--- src/rtl/note_track_ctrl_pkg.sv ---
// Shared types for the falling-note playfield sequencer: FSM states,
// field widths and the per-slot record.
package note_track_ctrl_pkg;

  localparam int LANE_W = 3;
  localparam int Y_W    = 10;

  typedef enum logic [1:0] {
    ST_IDLE    = 2'd0,
    ST_ADVANCE = 2'd1,
    ST_JUDGE   = 2'd2,
    ST_REPORT  = 2'd3
  } state_e;

  typedef struct packed {
    logic              active;
    logic [LANE_W-1:0] lane;
    logic [Y_W-1:0]    y;
  } slot_t;

endpackage

--- src/rtl/note_track_ctrl_slot_alloc.sv ---
// Priority encoder over the slot pool: lowest-index inactive slot plus a
// flag saying whether any slot is free at all.
module note_slot_alloc #(
  parameter int NUM_SLOTS = 8,
  parameter int IDX_W     = $clog2(NUM_SLOTS)
) (
  input  logic [NUM_SLOTS-1:0] active_vec,
  output logic [IDX_W-1:0]     free_idx,
  output logic                 free_any
);

  // Scan from the top down so the lowest free index is the last one written.
  always_comb begin
    free_idx = '0;
    free_any = 1'b0;
    for (int i = NUM_SLOTS - 1; i >= 0; i--) begin
      if (!active_vec[i]) begin
        free_idx = IDX_W'(i);
        free_any = 1'b1;
      end
    end
  end

endmodule

--- src/rtl/note_track_ctrl.sv ---
// Falling-note playfield sequencer. Owns the slot pool, advances notes on
// each frame tick (retiring those that fall off screen as misses), accepts
// spawns and judges strums against the hit window.
//
// Handshakes: spawn and strum each use valid/ready; a transfer happens on a
// rising clock edge where both valid and ready are high. ready never depends
// on the matching valid, and valid may be raised or dropped at any time.
module note_track_ctrl
  import note_track_ctrl_pkg::*;
#(
  parameter int  NUM_SLOTS = 8,
  parameter int  NUM_LANES = 5,
  parameter int  SPEED     = 2,
  parameter int  SCREEN_H  = 480,
  parameter int  HIT_Y_MIN = 400,
  parameter int  HIT_Y_MAX = 440,
  localparam int IDX_W     = $clog2(NUM_SLOTS)
) (
  input  logic              clock,
  input  logic              reset,
  input  logic              frame_tick,
  input  logic              spawn_valid,
  input  logic [LANE_W-1:0] spawn_lane,
  output logic              spawn_ready,
  input  logic              strum_valid,
  input  logic [LANE_W-1:0] strum_lane,
  output logic              strum_ready,
  output logic              hit_pulse,
  output logic              bad_strum_pulse,
  output logic              miss_pulse,
  input  logic [IDX_W-1:0]  rd_slot,
  output logic              rd_active,
  output logic [LANE_W-1:0] rd_lane,
  output logic [Y_W-1:0]    rd_y,
  output logic              busy,
  output state_e            dbg_state
);

  localparam int                LAST_SLOT   = NUM_SLOTS - 1;
  localparam logic [IDX_W-1:0]  LAST_IDX    = LAST_SLOT[IDX_W-1:0];
  localparam logic [LANE_W:0]   NUM_LANES_C = NUM_LANES[LANE_W:0];
  localparam logic [Y_W:0]      SPEED_C     = SPEED[Y_W:0];
  localparam logic [Y_W:0]      SCREEN_H_C  = SCREEN_H[Y_W:0];
  localparam logic [Y_W-1:0]    HIT_MIN_C   = HIT_Y_MIN[Y_W-1:0];
  localparam logic [Y_W-1:0]    HIT_MAX_C   = HIT_Y_MAX[Y_W-1:0];

  state_e             state_q, state_d;
  logic [IDX_W-1:0]   scan_q, scan_d;
  logic [LANE_W-1:0]  strum_lane_q, strum_lane_d;
  logic               cand_found_q, cand_found_d;
  logic [IDX_W-1:0]   cand_idx_q, cand_idx_d;
  logic [Y_W-1:0]     cand_y_q, cand_y_d;
  logic               hit_q, hit_d;
  logic               bad_q, bad_d;
  logic               miss_q, miss_d;
  slot_t              slots_q [NUM_SLOTS];
  slot_t              slots_d [NUM_SLOTS];

  logic [NUM_SLOTS-1:0] active_vec;
  logic [IDX_W-1:0]     free_idx;
  logic                 free_any;
  slot_t                cur;
  logic [Y_W:0]         y_next;
  logic                 lane_ok;
  logic                 cand_hit;

  // Gather the active bits for the free-slot encoder.
  always_comb begin
    for (int i = 0; i < NUM_SLOTS; i++) begin
      active_vec[i] = slots_q[i].active;
    end
  end

  note_slot_alloc #(
    .NUM_SLOTS (NUM_SLOTS),
    .IDX_W     (IDX_W)
  ) u_alloc (
    .active_vec (active_vec),
    .free_idx   (free_idx),
    .free_any   (free_any)
  );

  assign spawn_ready     = (state_q == ST_IDLE) & free_any;
  assign strum_ready     = (state_q == ST_IDLE) & ~frame_tick;
  assign busy            = (state_q != ST_IDLE);
  assign dbg_state       = state_q;
  assign hit_pulse       = hit_q;
  assign bad_strum_pulse = bad_q;
  assign miss_pulse      = miss_q;
  assign rd_active       = slots_q[rd_slot].active;
  assign rd_lane         = slots_q[rd_slot].lane;
  assign rd_y            = slots_q[rd_slot].y;

  // Next-state, slot updates and pulse requests for the scan FSM.
  always_comb begin
    state_d      = state_q;
    scan_d       = scan_q;
    strum_lane_d = strum_lane_q;
    cand_found_d = cand_found_q;
    cand_idx_d   = cand_idx_q;
    cand_y_d     = cand_y_q;
    hit_d        = 1'b0;
    bad_d        = 1'b0;
    miss_d       = 1'b0;
    slots_d      = slots_q;

    cur      = slots_q[scan_q];
    y_next   = {1'b0, cur.y} + SPEED_C;
    lane_ok  = ({1'b0, spawn_lane} < NUM_LANES_C);
    cand_hit = cur.active && (cur.lane == strum_lane_q) &&
               (cur.y >= HIT_MIN_C) && (cur.y <= HIT_MAX_C);

    case (state_q)
      ST_IDLE: begin
        // Out-of-range lanes are consumed without touching the pool.
        if (spawn_valid && spawn_ready && lane_ok) begin
          slots_d[free_idx].active = 1'b1;
          slots_d[free_idx].lane   = spawn_lane;
          slots_d[free_idx].y      = '0;
        end
        if (frame_tick) begin
          state_d = ST_ADVANCE;
          scan_d  = '0;
        end else if (strum_valid && strum_ready) begin
          state_d      = ST_JUDGE;
          scan_d       = '0;
          strum_lane_d = strum_lane;
          cand_found_d = 1'b0;
          cand_idx_d   = '0;
          cand_y_d     = '0;
        end
      end
      ST_ADVANCE: begin
        if (cur.active) begin
          if (y_next >= SCREEN_H_C) begin
            slots_d[scan_q].active = 1'b0;
            miss_d                 = 1'b1;
          end else begin
            slots_d[scan_q].y = y_next[Y_W-1:0];
          end
        end
        scan_d = scan_q + IDX_W'(1);
        if (scan_q == LAST_IDX) state_d = ST_IDLE;
      end
      ST_JUDGE: begin
        // Strictly greater keeps the lower index on a tie in y.
        if (cand_hit && (!cand_found_q || (cur.y > cand_y_q))) begin
          cand_found_d = 1'b1;
          cand_idx_d   = scan_q;
          cand_y_d     = cur.y;
        end
        scan_d = scan_q + IDX_W'(1);
        if (scan_q == LAST_IDX) state_d = ST_REPORT;
      end
      ST_REPORT: begin
        if (cand_found_q) begin
          slots_d[cand_idx_q] = '0;
          hit_d               = 1'b1;
        end else begin
          bad_d = 1'b1;
        end
        state_d = ST_IDLE;
      end
      default: state_d = ST_IDLE;
    endcase
  end

  // State, slot pool and pulse registers; reset empties the pool and
  // discards any judgment in flight.
  always_ff @(posedge clock) begin
    if (reset) begin
      state_q      <= ST_IDLE;
      scan_q       <= '0;
      strum_lane_q <= '0;
      cand_found_q <= 1'b0;
      cand_idx_q   <= '0;
      cand_y_q     <= '0;
      hit_q        <= 1'b0;
      bad_q        <= 1'b0;
      miss_q       <= 1'b0;
      for (int i = 0; i < NUM_SLOTS; i++) begin
        slots_q[i] <= '0;
      end
    end else begin
      state_q      <= state_d;
      scan_q       <= scan_d;
      strum_lane_q <= strum_lane_d;
      cand_found_q <= cand_found_d;
      cand_idx_q   <= cand_idx_d;
      cand_y_q     <= cand_y_d;
      hit_q        <= hit_d;
      bad_q        <= bad_d;
      miss_q       <= miss_d;
      slots_q      <= slots_d;
    end
  end

endmodule

--- config.mk ---
export PLATFORM = sky130hd
export DESIGN_NAME = note_track_ctrl
export DESIGN_NICKNAME = d
export VERILOG_FILES = /design/src/rtl/note_track_ctrl_pkg.sv /design/src/rtl/note_track_ctrl_slot_alloc.sv /design/src/rtl/note_track_ctrl.sv
export SDC_FILE = /design/constraint.sdc
export NUM_CORES = 1
export LEC_CHECK = 0
export CORE_MARGIN = 2
export CORE_UTILIZATION = 35
export CTS_CLUSTER_SIZE = 28
export DETAILED_ROUTE_END_ITERATION = 16
export PLACE_DENSITY = 0.59
export RECOVER_POWER = 50
export SLEW_MARGIN = 5
export SYNTH_ARGS = -nofsm -noshare
export SYNTH_HDL_FRONTEND = slang
export SYNTH_SLANG_ARGS = --single-unit
--- constraint.sdc ---
create_clock -name clock -period 4.2 [get_ports clock]
set_input_delay 0.42 -clock clock [delete_from_list [all_inputs] [get_ports clock]]
set_output_delay 0.42 -clock clock [all_outputs]
set_load 0.05 [all_outputs]
==> flow_summary_export.csv <==
group,metric,value,unit
clock_tree,root_buffer,"clkbuf_16",
pwr,ir_worst_vdd,0.000336,V
logic_synthesis,syn-num-nets,843,
layout,post-route-util,0.407,
pwr,powerDensity,513,nW/um^2
place,place_area,8530,um^2
logic_synthesis,yosys-top-cells-area,"dfxtp_1, mux4_2, ha_1",
logic_synthesis,ys.flop_type,"dfxtp_1",
global_route,grt_overflow,0,
critical_path,slowest_delay,0.72,ns
sta,slew_viol_final,34,
routing,drt-total-wl,26.9,mm
pwr,p_leak,3.34,nW
floorplanning,rows,55,
global_route,antenna_found_initial,0,
critical_path,cp_cell_sequence,"buf_4, mux4_1, mux2i_1, nand2_1, and3_1, o211ai_1, o21ai_0, nor2_1, a22o_1",
job,cap_violations,1,
logic_synthesis,synth_top_area_share,0.345,
global_route,track_usage,0.228,
critical_path,cp-start-kind,"flop",
floorplanning,start_util,0.354,
clock_tree,cts_hold_buf,0,
clock_tree,ctsLongestPathBuffers,2,
min_path,holdPathStages,2,
sta,final.setup.tns,0,ns
outcome,status,"finished with violations",
logic_synthesis,synth_edf_count,0,
sta,fmax,251,MHz
sta,fin_crit,3.98,ns
pwr,p_sw,1.87,mW
place,place_congestion,0.945,
routing,vias_per_cell,6.25,
pwr,seqPwrFrac,0.305,
pwr,combinationalPowerShare,0.345,
critical_path,criticalPathCategory,"flop to flop",
place,dp_hpwl,18.9,mm
layout,diodes,0,
pwr,clkPwrFrac,0.350,
place,pre_cts_ws,0.364,ns
clock_tree,cts_max_level,4,
clock_tree,cts_setup_buffers,0,
sta,fin_crit_sh,0.947,
floorplanning,dieArea,23900,um^2
clock_tree,cts.sinks,137,
critical_path,rr_startpoint,"scan_q[1]",
logic_synthesis,ys_seq_area_frac,0.345,
floorplanning,core-area,22400,um^2
critical_path,endpoint,"slots_q[30]",
logic_synthesis,syn_avg_cell_area,9.81,um^2
critical_path,setup.worst_path.start,"scan_q[1]",
sta,relSlewSlack,-0.0706,
clock_tree,cts_resized,0,
pwr,p_int,2.82,mW
logic_synthesis,ys_warn_count,0,
layout,num-nets-final,864,
global_route,grt_pass1_vias,6803,
logic_synthesis,yosysTopAreaCell,"dfxtp_1",
logic_synthesis,syn_inst,810,
routing,num_vias,7051,
critical_path,rr_worst_depth,9,
place,numPortBuffers,35,
outcome,violations,"capacitance limit, slew limit",
routing,drtIter0Drc,760,
floorplanning,die_y,155,um
critical_path,crit_fanout,16,
clock_tree,cts_tree,"yes",
pwr,swShare,0.399,
critical_path,arrival,4.35,ns
logic_synthesis,synth.most_common_cell,"dfxtp_1",
sta,finalSetupViolations,0,
sta,max_slew.worst_pin.slew,1.61,ns
routing,route.detailed.drc,0,
sta,timing.clock.skew,0.0112,ns
critical_path,worstReg2RegEnd,"slots_q[30]",
layout,drive_above_1_share,0.165,
routing,post_drt_wl_per_cell,23.8,um
routing,drt_pass1_iterations,6,
global_route,grt_first_pass_wirelength,41.4,mm
logic_synthesis,synth_top_cells_by_count,"dfxtp_1, nand2_1, nor2_1",
min_path,hold_class,"flop to flop",
critical_path,crit_required,4.57,ns
critical_path,reg2reg_slack,0.22,ns
pwr,total_power,4.69,mW
sta,rsz0062_at_grt,"false",
clock_tree,cts_buffers,17,
sta,hold_viol,0,
clock_tree,clkTransAtPathRegs,0.06,ns
layout,area_growth,15.1,%
global_route,grt_max_degree,35,
critical_path,critPathCaptureType,"flop",
logic_synthesis,netlist_area,7940,um^2
critical_path,crit_slowest_cell,"nor2_1",
floorplanning,die_x,155,um
clock_tree,clk-insertion-delay-late,0.44,ns
layout,design_area,9140,um^2
logic_synthesis,ys_seq_elements,137,
sta,setup_ws,0.221,ns
logic_synthesis,synthArstFlopShare,0,
routing,ant_nets,0,
floorplanning,io_pins,36,
logic_synthesis,synth_cell_types,77,
==> worst min-delay path by stage <==
stage,slack [ns],from,endpoint
floorplan,0.42,slots_q[65],slots_q[65]
global placement,0.45,slots_q[72],slots_q[72]
detailed placement,0.45,slots_q[72],slots_q[72]
CTS,0.46,slots_q[72],slots_q[72]
global route,0.50,strum_lane_q[2],strum_lane_q[2]
finish,0.47,slots_q[72],slots_q[72]
==> cell type report <==
| cell class | count | area, um^2 |
|---|---|---|
| multi-input cells | 583 | 4750 |
| clock buffers | 18 | 439 |
| clock inverters | 13 | 194 |
| well taps | 285 | 357 |
| inverters | 31 | 116 |
| repair buffers | 61 | 534 |
| flip-flops and latches | 137 | 2750 |
| fillers | 2187 | 13300 |
==> metrics by stage <==
step | instances | hold slack [ns]
finish | 1128 | 0.468
global route | 1128 | 0.499
CTS | 1128 | 0.464
detailed placement | 1097 | 0.454
global placement | 1097 | 0.453
floorplan | 810 | 0.419
==> critical path, delay by kind of cell (launching register included) <==
family,cells,cell delay (ns)
compound gates,3,0.69
flops,1,0.50
buf+inv,1,0.33
mux,2,1.04
simple gates,3,1.33
==> cells in the final DEF, fill, tap and decap left out, types with 18 or more instances in the layout <==
cell type	count
and2_1	19
inv_1	31
o21ai_0	30
mux4_2	41
and3_1	19
buf_4	21
nand2_1	58
nand3_1	32
a22oi_1	27
dlygate4sd3_1	21
nor2_1	52
ha_1	19
a21oi_1	30
mux2_2	18
dfxtp_1	135
==> power groups by stage <==
stage | logic (mW) | clock network [mW] | registers [mW]
after global routing | 1.72 | 1.71 | 1.44
after CTS | 1.61 | 1.65 | 1.43
after global placement | 1.59 | 0 | 1.45
after detailed placement | 1.60 | 0 | 1.46
final | 1.62 | 1.64 | 1.43
after floorplan | 1.10 | 0 | 1.44
==> kinds of logic (layout without fill, tap and decap cells) <==
| logic type | after synthesis | after routing | share of synthesized area |
|---|---|---|---|
| AO/OA/AOI/OAI | 223 | 223 | 0.214 |
| XOR/XNOR | 10 | 10 | 0.0110 |
| adder cells (fa/ha/maj) | 19 | 19 | 0.0299 |
| buffers and inverters | 90 | 123 | 0.0553 |
| flip-flops | 137 | 137 | 0.345 |
| multiplexers | 79 | 79 | 0.183 |
| AND/OR/NAND/NOR | 252 | 252 | 0.162 |
==> per-layer routing <==
metal | track usage | part of all wire
met1 | 0.304 | 0.43
met3 | 0.0493 | 0.080
met5 | 0 | 0
met4 | 0.102 | 0.036
met2 | 0.357 | 0.45
Note: power is estimated with default switching activity, not from simulation.
